`config.mk`:
```
export PLATFORM = sky130hd
export DESIGN_NAME = accel_spi_reader
export DESIGN_NICKNAME = d
export VERILOG_FILES = /design/src/rtl/accel_spi_reader.sv
export SDC_FILE = /design/constraint.sdc
export NUM_CORES = 1
export LEC_CHECK = 0
export ABC_AREA = 1
export CAP_MARGIN = 20
export CORE_ASPECT_RATIO = 1.75
export CORE_MARGIN = 4
export CORE_UTILIZATION = 35
export CTS_CLUSTER_SIZE = 8
export DETAILED_ROUTE_END_ITERATION = 10
export SLEW_MARGIN = 20
export SYNTH_ARGS = -nofsm -noshare
export SYNTH_HDL_FRONTEND = slang
export SYNTH_SLANG_ARGS = --single-unit
```
`constraint.sdc`:
```
create_clock -name clk -period 3.3 [get_ports clk]
set_input_delay 0.33 -clock clk [delete_from_list [all_inputs] [get_ports clk]]
set_output_delay 0.33 -clock clk [all_outputs]
set_load 0.02 [all_outputs]
```
`src/rtl/accel_spi_reader.sv`:
```
// SPI mode-0 master that configures an ADXL362 and periodically burst-reads X/Y into 9-bit tilt values.
// Define ACCEL_AVG4_EN to output the mean of the last four samples instead of each raw sample.
module accel_spi_reader #(
  parameter int unsigned CLK_FREQUENCY_HZ       = 100_000_000,
  parameter int unsigned SCLK_FREQUENCY_HZ      = 1_000_000,
  parameter int unsigned SAMPLE_FREQUENCY_HZ    = 100,
  parameter int unsigned CNTR_WIDTH             = 32,
  parameter int unsigned SIMULATE               = 0,
  parameter int unsigned SIMULATE_FREQUENCY_CNT = 5
) (
  input  logic       clk,
  input  logic       reset,
  output logic       spi_sclk,
  output logic       spi_cs_n,
  output logic       spi_mosi,
  input  logic       spi_miso,
  output logic [8:0] accelX_OUT,
  output logic [8:0] accelY_OUT,
  output logic       sample_valid,
  output logic       init_done
);

  localparam int unsigned HALF_CNT   = (SIMULATE != 0) ? 2 : CLK_FREQUENCY_HZ / (2 * SCLK_FREQUENCY_HZ);
  localparam int unsigned PWRUP_CNT  = (SIMULATE != 0) ? 16 : CLK_FREQUENCY_HZ / 100;
  localparam int unsigned SAMPLE_CNT = (SIMULATE != 0) ? SIMULATE_FREQUENCY_CNT + 1
                                                       : CLK_FREQUENCY_HZ / SAMPLE_FREQUENCY_HZ;
  localparam int unsigned FRAME_W    = 48;
  localparam int unsigned IDX_W      = 7;
  localparam int unsigned CFG_HALVES = 2 * 24;
  localparam int unsigned RD_HALVES  = 2 * 48;
  localparam int unsigned GAP_HALVES = 2;
  localparam int unsigned OUT_W      = 9;
`ifdef ACCEL_AVG4_EN
  localparam int unsigned SMP_W      = 12;
  localparam int unsigned SUM_W      = 14;
  localparam int unsigned RX_W       = 24;
`else
  localparam int unsigned RX_W       = 18;
`endif

  localparam logic [FRAME_W-1:0] CFG_FRAME = 48'h0A2D02_000000;
  localparam logic [FRAME_W-1:0] RD_FRAME  = 48'h0B0E_0000_0000;

  typedef enum logic [2:0] {PWRUP, CFG, IDLE, RD, UPD, GAP} state_t;

  state_t                 state;
  logic [CNTR_WIDTH-1:0]  wait_cnt;
  logic [CNTR_WIDTH-1:0]  half_cnt;
  logic [CNTR_WIDTH-1:0]  sample_cnt;
  logic [IDX_W-1:0]       half_idx;
  logic                   pending;
  logic [FRAME_W-1:0]     tx_sr;
  logic [RX_W-1:0]        rx_sr;

  logic                   tick_c;
  logic                   half_end_c;
  logic [IDX_W-1:0]       last_idx_c;
  logic [IDX_W-2:0]       bit_idx_c;
  logic                   rx_keep_c;
  logic [OUT_W-1:0]       x_out_c;
  logic [OUT_W-1:0]       y_out_c;

  assign tick_c     = (sample_cnt == CNTR_WIDTH'(SAMPLE_CNT - 1));
  assign half_end_c = (half_cnt == CNTR_WIDTH'(HALF_CNT - 1));
  assign last_idx_c = (state == CFG) ? IDX_W'(CFG_HALVES) : IDX_W'(RD_HALVES);
  assign bit_idx_c  = half_idx[IDX_W-1:1];

  // Capture only the sample bits actually consumed; dummy bytes and the XH/YH upper nibbles are skipped.
  always_comb begin
    rx_keep_c = (bit_idx_c >= 6'd16)
             && !((bit_idx_c >= 6'd24) && (bit_idx_c <= 6'd27))
             && !((bit_idx_c >= 6'd40) && (bit_idx_c <= 6'd43));
`ifndef ACCEL_AVG4_EN
    if (((bit_idx_c >= 6'd21) && (bit_idx_c <= 6'd23)) ||
        ((bit_idx_c >= 6'd37) && (bit_idx_c <= 6'd39))) begin
      rx_keep_c = 1'b0;
    end
`endif
  end

`ifdef ACCEL_AVG4_EN
  logic [2:0][SMP_W-1:0] x_hist;
  logic [2:0][SMP_W-1:0] y_hist;
  logic [1:0]            fill_cnt;
  logic [SMP_W-1:0]      x_smp_c;
  logic [SMP_W-1:0]      y_smp_c;
  logic [SUM_W-1:0]      x_sum_c;
  logic [SUM_W-1:0]      y_sum_c;

  function automatic logic [SUM_W-1:0] sext(input logic [SMP_W-1:0] v);
    return {{(SUM_W - SMP_W){v[SMP_W-1]}}, v};
  endfunction

  // rx_sr holds XL, XH[3:0], YL, YH[3:0] in arrival order.
  assign x_smp_c = {rx_sr[15:12], rx_sr[23:16]};
  assign y_smp_c = {rx_sr[3:0], rx_sr[11:4]};
  assign x_sum_c = sext(x_smp_c) + sext(x_hist[0]) + sext(x_hist[1]) + sext(x_hist[2]);
  assign y_sum_c = sext(y_smp_c) + sext(y_hist[0]) + sext(y_hist[1]) + sext(y_hist[2]);
  assign x_out_c = x_sum_c[SUM_W-1:5];
  assign y_out_c = y_sum_c[SUM_W-1:5];
`else
  // rx_sr holds XL[7:3], XH[3:0], YL[7:3], YH[3:0] in arrival order.
  assign x_out_c = {rx_sr[12:9], rx_sr[17:13]};
  assign y_out_c = {rx_sr[3:0], rx_sr[8:4]};
`endif

  always_ff @(posedge clk or negedge reset) begin
    if (!reset) begin
      state        <= PWRUP;
      wait_cnt     <= '0;
      half_cnt     <= '0;
      sample_cnt   <= '0;
      half_idx     <= '0;
      pending      <= 1'b0;
      tx_sr        <= '0;
      rx_sr        <= '0;
      spi_sclk     <= 1'b0;
      spi_cs_n     <= 1'b1;
      spi_mosi     <= 1'b0;
      accelX_OUT   <= '0;
      accelY_OUT   <= '0;
      sample_valid <= 1'b0;
      init_done    <= 1'b0;
`ifdef ACCEL_AVG4_EN
      x_hist       <= '0;
      y_hist       <= '0;
      fill_cnt     <= '0;
`endif
    end else begin
      sample_valid <= 1'b0;
      sample_cnt   <= tick_c ? '0 : sample_cnt + CNTR_WIDTH'(1);
      if (tick_c && (state != IDLE)) begin
        pending <= 1'b1;
      end

      case (state)
        PWRUP: begin
          if (wait_cnt == CNTR_WIDTH'(PWRUP_CNT - 1)) begin
            wait_cnt <= '0;
            half_cnt <= '0;
            half_idx <= '0;
            spi_cs_n <= 1'b0;
            spi_mosi <= CFG_FRAME[FRAME_W-1];
            tx_sr    <= {CFG_FRAME[FRAME_W-2:0], 1'b0};
            state    <= CFG;
          end else begin
            wait_cnt <= wait_cnt + CNTR_WIDTH'(1);
          end
        end

        IDLE: begin
          if (pending || tick_c) begin
            pending  <= 1'b0;
            half_cnt <= '0;
            half_idx <= '0;
            spi_cs_n <= 1'b0;
            spi_mosi <= RD_FRAME[FRAME_W-1];
            tx_sr    <= {RD_FRAME[FRAME_W-2:0], 1'b0};
            state    <= RD;
          end
        end

        // Each half-period ends with an SCLK edge; one extra half-period after the last fall before CS rises.
        CFG, RD: begin
          if (half_end_c) begin
            half_cnt <= '0;
            if (half_idx == last_idx_c) begin
              half_idx <= '0;
              spi_cs_n <= 1'b1;
              spi_mosi <= 1'b0;
              if (state == CFG) begin
                init_done <= 1'b1;
                state     <= GAP;
              end else begin
                state <= UPD;
              end
            end else begin
              half_idx <= half_idx + IDX_W'(1);
              spi_sclk <= ~spi_sclk;
              if (spi_sclk) begin
                spi_mosi <= tx_sr[FRAME_W-1];
                tx_sr    <= {tx_sr[FRAME_W-2:0], 1'b0};
              end else if ((state == RD) && rx_keep_c) begin
                rx_sr <= {rx_sr[RX_W-2:0], spi_miso};
              end
            end
          end else begin
            half_cnt <= half_cnt + CNTR_WIDTH'(1);
          end
        end

        UPD: begin
`ifdef ACCEL_AVG4_EN
          x_hist <= {x_hist[1:0], x_smp_c};
          y_hist <= {y_hist[1:0], y_smp_c};
          if (fill_cnt == 2'd3) begin
            accelX_OUT   <= x_out_c;
            accelY_OUT   <= y_out_c;
            sample_valid <= 1'b1;
          end else begin
            fill_cnt <= fill_cnt + 2'd1;
          end
`else
          accelX_OUT   <= x_out_c;
          accelY_OUT   <= y_out_c;
          sample_valid <= 1'b1;
`endif
          half_cnt <= '0;
          half_idx <= '0;
          state    <= GAP;
        end

        GAP: begin
          if (half_end_c) begin
            half_cnt <= '0;
            if (half_idx == IDX_W'(GAP_HALVES - 1)) begin
              half_idx <= '0;
              state    <= IDLE;
            end else begin
              half_idx <= half_idx + IDX_W'(1);
            end
          end else begin
            half_cnt <= half_cnt + CNTR_WIDTH'(1);
          end
        end

        default: state <= PWRUP;
      endcase
    end
  end

endmodule

```
# Word-level counts from Yosys, hierarchy flattened
# Index checks and enable logic that the tools add are counted.
classes:
  reduce_logical: 27
  bitwise_logic: 2
  eq_ne: 20
  addsub: 4
  order_cmp: 9
  n_mux: 42
ops:
  columns: ["operator", "n"]
  rows:
  - ["48-bit two-way mux", 5]
  - ["32-bit two-way mux", 5]
  - ["48-bit one-hot mux with 3 select lines", 1]
  - ["32-bit one-hot mux with 4 select lines", 1]
  - ["32-bit by 1-bit adder with 32-bit output, second input constant", 3]
  - ["32-bit by 20-bit == test with 1-bit output, second input constant", 2]
  - ["7-bit two-way mux", 7]
  - ["7-bit one-hot mux with 5 select lines", 1]
  - ["32-bit by 6-bit == test with 1-bit output, second input constant", 1]
  - ["5-bit AND reduction", 4]
  - ["6-bit by 5-bit greater-or-equal comparator with 1-bit output, second input constant", 3]
  - ["3-bit two-way mux", 6]
  - ["2-bit != test, second input constant", 8]
  - ["3-bit one-hot mux with 5 select lines", 1]
  - ["1-bit two-way mux", 13]
  - ["6-bit greater-or-equal comparator, second input constant", 2]
  - ["6-bit by 5-bit less-or-equal comparator with 1-bit output, second input constant", 2]
  - ["6-bit less-or-equal comparator, second input constant", 2]
  - ["6-bit AND reduction", 2]
  - ["1-bit logical AND", 8]
  - ["7-bit by 1-bit adder with 7-bit output, second input constant", 1]
  - ["7-bit by 1-bit == test with 1-bit output, second input constant", 1]
  - ["7-bit == test", 1]
  - ["3-bit by 2-bit == test with 1-bit output, second input constant", 2]
  - ["16 further kinds", 22]
word_totals:
  inputBits: 3
  reg_bits: 196

# Logic depth before layout (Yosys ltp)
depth:
  word_depth: 8
  ltp_mapped: 13
  mapped_depth_nobuf: 12

# Worst setup path after synthesis
# No wires, ideal clock.
synth_timing:
  path_kind: "register to register"
  start: "register sample_cnt[0]"
  end: "register tx_sr[27]"
  required_ns: 3.179
  setup_slack_ns: 1.490
  setup_ns: 0.121
  n_path_buf: 1
  arrival_time_ns: 1.689
  synth_period_minus_slack_ns: 1.810
  path_stages_with_launch: 12
  cell_sequence: "dfrtp_1 > ha_1 > nand2_1 > nor2_2 > nand3_1 > nor2_1 > nand2_1 > nand3_4 > nand2_4 > clkbuf_1 > o21ai_1 > nand2_1"
synth_between:
  elab_chain_len: 4
synth_lines:
  columns: ["item", "line", "source"]
  rows:
  - ["start: declaration", "49", "logic [CNTR_WIDTH-1:0] sample_cnt;"]
  - ["start signal: assignment", "131", "sample_cnt <= tick_c ? '0 : sample_cnt + CNTR_WIDTH'(1);"]
  - ["32-bit by 20-bit == test with 1-bit output", "63", "assign tick_c = (sample_cnt == CNTR_WIDTH'(SAMPLE_CNT - 1));"]
  - ["1-bit logical OR", "152", "if (pending || tick_c) begin"]
  - ["2-bit != test (no line)", null, null]
  - ["6-bit AND reduction (no line)", null, null]
  - ["end signal: assignment", "144", "tx_sr <= {CFG_FRAME[FRAME_W-2:0], 1'b0};"]
  - ["end signal: assignment", "158", "tx_sr <= {RD_FRAME[FRAME_W-2:0], 1'b0};"]
  - ["end signal: assignment", "182", "tx_sr <= {tx_sr[FRAME_W-2:0], 1'b0};"]
  - ["end: declaration", "52", "logic [FRAME_W-1:0] tx_sr;"]
# No other way between the ends.
# A chain may end at the register's enable or synchronous reset.

# Worst setup path in the final report
layout_timing:
  start: "register state[2]"
  end: "register tx_sr[30]"
layout_between:
  elab_chain_len: 5
  elab_cells_between_ends: 15
  classes_between: "eq/ne (9); mux (2); reduce/logical (4)"
layout_lines:
  columns: ["item", "line", "source"]
  rows:
  - ["start: declaration", "46", "state_t state;"]
  - ["start signal: assignment", "109", "state <= PWRUP;"]
  - ["start signal: assignment", "145", "state <= CFG;"]
  - ["start signal: assignment", "159", "state <= RD;"]
  - ["3-bit by 1-bit == test with 1-bit output", "65, 136", null]
  - ["7-bit two-way mux", "65", "assign last_idx_c = (state == CFG) ? IDX_W'(CFG_HALVES) : IDX_W'(RD_HALVES);"]
  - ["7-bit == test", "167", "if (half_idx == last_idx_c) begin"]
  - ["2-bit != test (no line)", null, null]
  - ["6-bit AND reduction (no line)", null, null]
# Parallel ways exist; a longest one is shown, timed or not.

==> impl_metrics.ini <==
[outcome]
status = completed

[die]
die_y_um = 226.5
fp-row-count = 79
die-width_um = 132.8
ioPinCount = 26
start_util_pct = 35.63
core-area_um2 = 26790
die_area_um2 = 30080

[worst_setup_path]
cp.required_ns = 3.68
r2r-start = state[2]$_DFFE_PN0P_
cp_common_cell = nand2_1
start_kind = flip-flop
timing.rr.end = tx_sr[30]$_DFFE_PN0P_
cp_slowest_cell = dfrtp_1
endpoint_kind = flip-flop
crit_chain = inv_2, nand2_1, inv_2, nand2_4, nand3_4, nor2_4, nand2_1, nand2_1
critPathMaxFanout = 28
rrSetupSlack_ns = 0.69
critical_path_class = reg2reg
r2r_cells = 8
critPathArrivalTime_ns = 2.99
slowest_delay_ns = 0.56

[power_and_ir_drop]
p_leak_uw = 0.004822
ir_drop_v = 0.0003842
p_per_area_nw_per_um2 = 389.8

[logic_synthesis]
yosysWarnings = 0
yosys-top-cells-area = dfrtp_1 44%, nand2_1 14%, nor2_1 7.1%
netlist_instances = 1318
syn-num-nets = 1328
seq_area_frac_synth_pct = 44.58
synth_area_um2 = 9545
synth-async-reset-ratio_pct = 100.0
yosysMostFrequentCell = nand2_1
synth_top_area_share_pct = 44.30
synth.distinct_cells = 38
synth_commonest_cells = 361 x nand2_1, 180 x nor2_1, 172 x inv_1, 169 x dfrtp_1, 86 x o21ai_0
synth_area_leader_cell = dfrtp_1
avgSynthCellArea_um2 = 7.242
synth_top_flop_cell = dfrtp_1
ys_ff_latch = 170
synth_edf_count = 0

[timing]
max_freq_mhz = 383.7
fin_crit_ns = 2.606
drv_slew = 0
tns_ns = 0
fin_skew_ns = 0.008190
worst_pin_slew_ns = 0.7388
setup_viol = 0
max_slew_margin_pct = 50.75
rsz0062_at_grt = false
finalCritPeriodShare_pct = 78.98
finalHoldViolations = 0

[hold_path]
hold_depth = 3
holdPathEnd = rx_sr[0]$_DFFE_PN0P_
hold_class = in2reg
hold_start = spi_miso

[detailed_routing]
via_per_inst = 4.882
drtIter0Drc = 466
via_count = 8378
drtAntennaViolNets = 0
drtPass1Iterations = 8
wl_per_cell_um = 14.40
totalWireLength_mm = 24.71
drc = 0

[placed_design]
dp_hpwl_mm = 18.60
portBuffers = 25
placedInstanceArea_um2 = 10150
gp_congestion = 0.9547

[clock_network]
cts.sinks = 170
h-tree-depth = 4
clk_path_buf_depth = 2
cts-root-buf = clkbuf_16
post-cts-setup-buffer-count = 0
cts_made_buffers = 17
path_clk_slew_ns = 0.07
clock_latency_ns = 0.45
cts_tree = yes

[global_route]
grt_start_max_net_pins = 75
use_met3_pct = 3.619
grt_use_met1_pct = 16.94
antenna_found_initial = 0
track_usage_pct = 17.14
grt_pass1_wl_mm = 41.23
use_met2_pct = 32.68
grt_pass1_vias = 8704
grt_overflow = 0
busiest_layer = met2

[finish]
drive_above_1_share_pct = 6.065
fin_area_um2 = 10750
n_antenna_cell = 0
seqCellArea_um2 = 4255
final_nets = 1350
fillers = 2828
area_growth_pct = 12.64
multiInputGateArea_um2 = 4451

[flow_run]
cap_violations = 0
metal layers:
layer / vias to the layer above / wire, µm
li1: 4217 / -
met3: 73 / 750
met1: 3942 / 9374
met5: - / 0
met2: 146 / 13310
met4: 0 / 1280
state kept, by name, summed over array words and instances (netlist names):
name,count
spi_sclk,1
sample_cnt,32
accelY_OUT,9
accelX_OUT,9
init_done,1
state,3
spi_cs_n,1
rx_sr,18
half_cnt,32
spi_mosi,1
pending,1
wait_cnt,32
half_idx,7
tx_sr,22
sample_valid,1
kinds of logic (layout without fill, tap and decap cells):
logic type | after synthesis | after routing | synth area share, %
adders and majority gates | 7 | 7 | 0.9175
DFF | 170 | 170 | 44.58
AOI/OAI and AO/OA | 137 | 137 | 7.340
and+or+nand+nor | 743 | 743 | 33.87
xor gates and xnor gates | 49 | 49 | 4.496
buffers and inverters | 212 | 246 | 8.795
report_power, final:
part,switching [µW],internal (µW),total [µW]
clock,908,1150,2060
combinational,41.1,6.19,47.3
sequential,0,2080,2080
total,949,3240,4190
final cells by class:
cell class	instances	share of cell area [%]
multi-input cells	936	41.39
repair buffers	29	2.758
inverters	186	6.505
flip-flops and latches	170	39.58
well taps	364	4.236
clock inverters	13	1.443
clock buffers	18	4.085
through the flow:
| stage | hold slack (ns) | setup slack (ns) | utilization [%] | total power [µW] | std cells |
|---|---|---|---|---|---|
| 2_1_floorplan | 0.03441 | 1.490 | - | 2123 | 1318 |
| 5_1_grt | 0.4476 | 0.3703 | 40.14 | 4354 | 1716 |
| 3_3_place_gp | 0.4286 | 0.7672 | 37.88 | 2174 | 1684 |
| 3_5_place_dp | 0.4227 | 0.7029 | 37.88 | 2174 | 1684 |
| 6_report | 0.4444 | 0.6938 | 40.14 | 4191 | 1716 |
| 4_1_cts | 0.4364 | 0.6964 | 40.14 | 4252 | 1716 |
critical path, delay by kind of cell (launching register included):
| kind | cells | cell delay, ns |
|---|---|---|
| simple gates | 6 | 1.55 |
| flops | 1 | 0.56 |
| buf+inv | 2 | 0.42 |
cell usage in the layout, fill, tap and decap left out, types with 6 or more instances in the layout:
cell | netlist | final
or2_2 | 6 | 6
clkdlybuf4s50_1 | 0 | 24
xor2_1 | 39 | 39
inv_1 | 172 | 172
nor2_1 | 180 | 180
inv_2 | 12 | 12
nand3_1 | 79 | 79
o21ai_0 | 86 | 86
a21oi_1 | 7 | 7
inv_6 | 0 | 7
xnor2_1 | 10 | 10
nand4_1 | 31 | 31
nor4_1 | 11 | 11
o21ai_1 | 37 | 37
nor2_2 | 6 | 6
clkbuf_16 | 0 | 17
nand2_1 | 361 | 361
nand2_2 | 6 | 6
dfrtp_1 | 169 | 169
ha_1 | 7 | 7
nor3_1 | 43 | 43
worst max path at each step:
stage                                       start               endpoint  slack, ns
after detailed placement     state[2]$_DFFE_PN0P_  tx_sr[30]$_DFFE_PN0P_       0.70
after global routing         state[2]$_DFFE_PN0P_  tx_sr[30]$_DFFE_PN0P_       0.37
after CTS                    state[2]$_DFFE_PN0P_  tx_sr[30]$_DFFE_PN0P_       0.70
after floorplan           sample_cnt[0]$_DFF_PN0_  tx_sr[27]$_DFFE_PN0P_       1.49
final                        state[2]$_DFFE_PN0P_  tx_sr[30]$_DFFE_PN0P_       0.69
after global placement       state[2]$_DFFE_PN0P_  tx_sr[37]$_DFFE_PN0P_       0.77
timing repair:
action	in CTS	in global routing
hold endpoints to repair	71	0
setup endpoints to repair	0	0
resized for setup	0	0
hold buffers	1	0
Power figures use the tool's default switching activity.
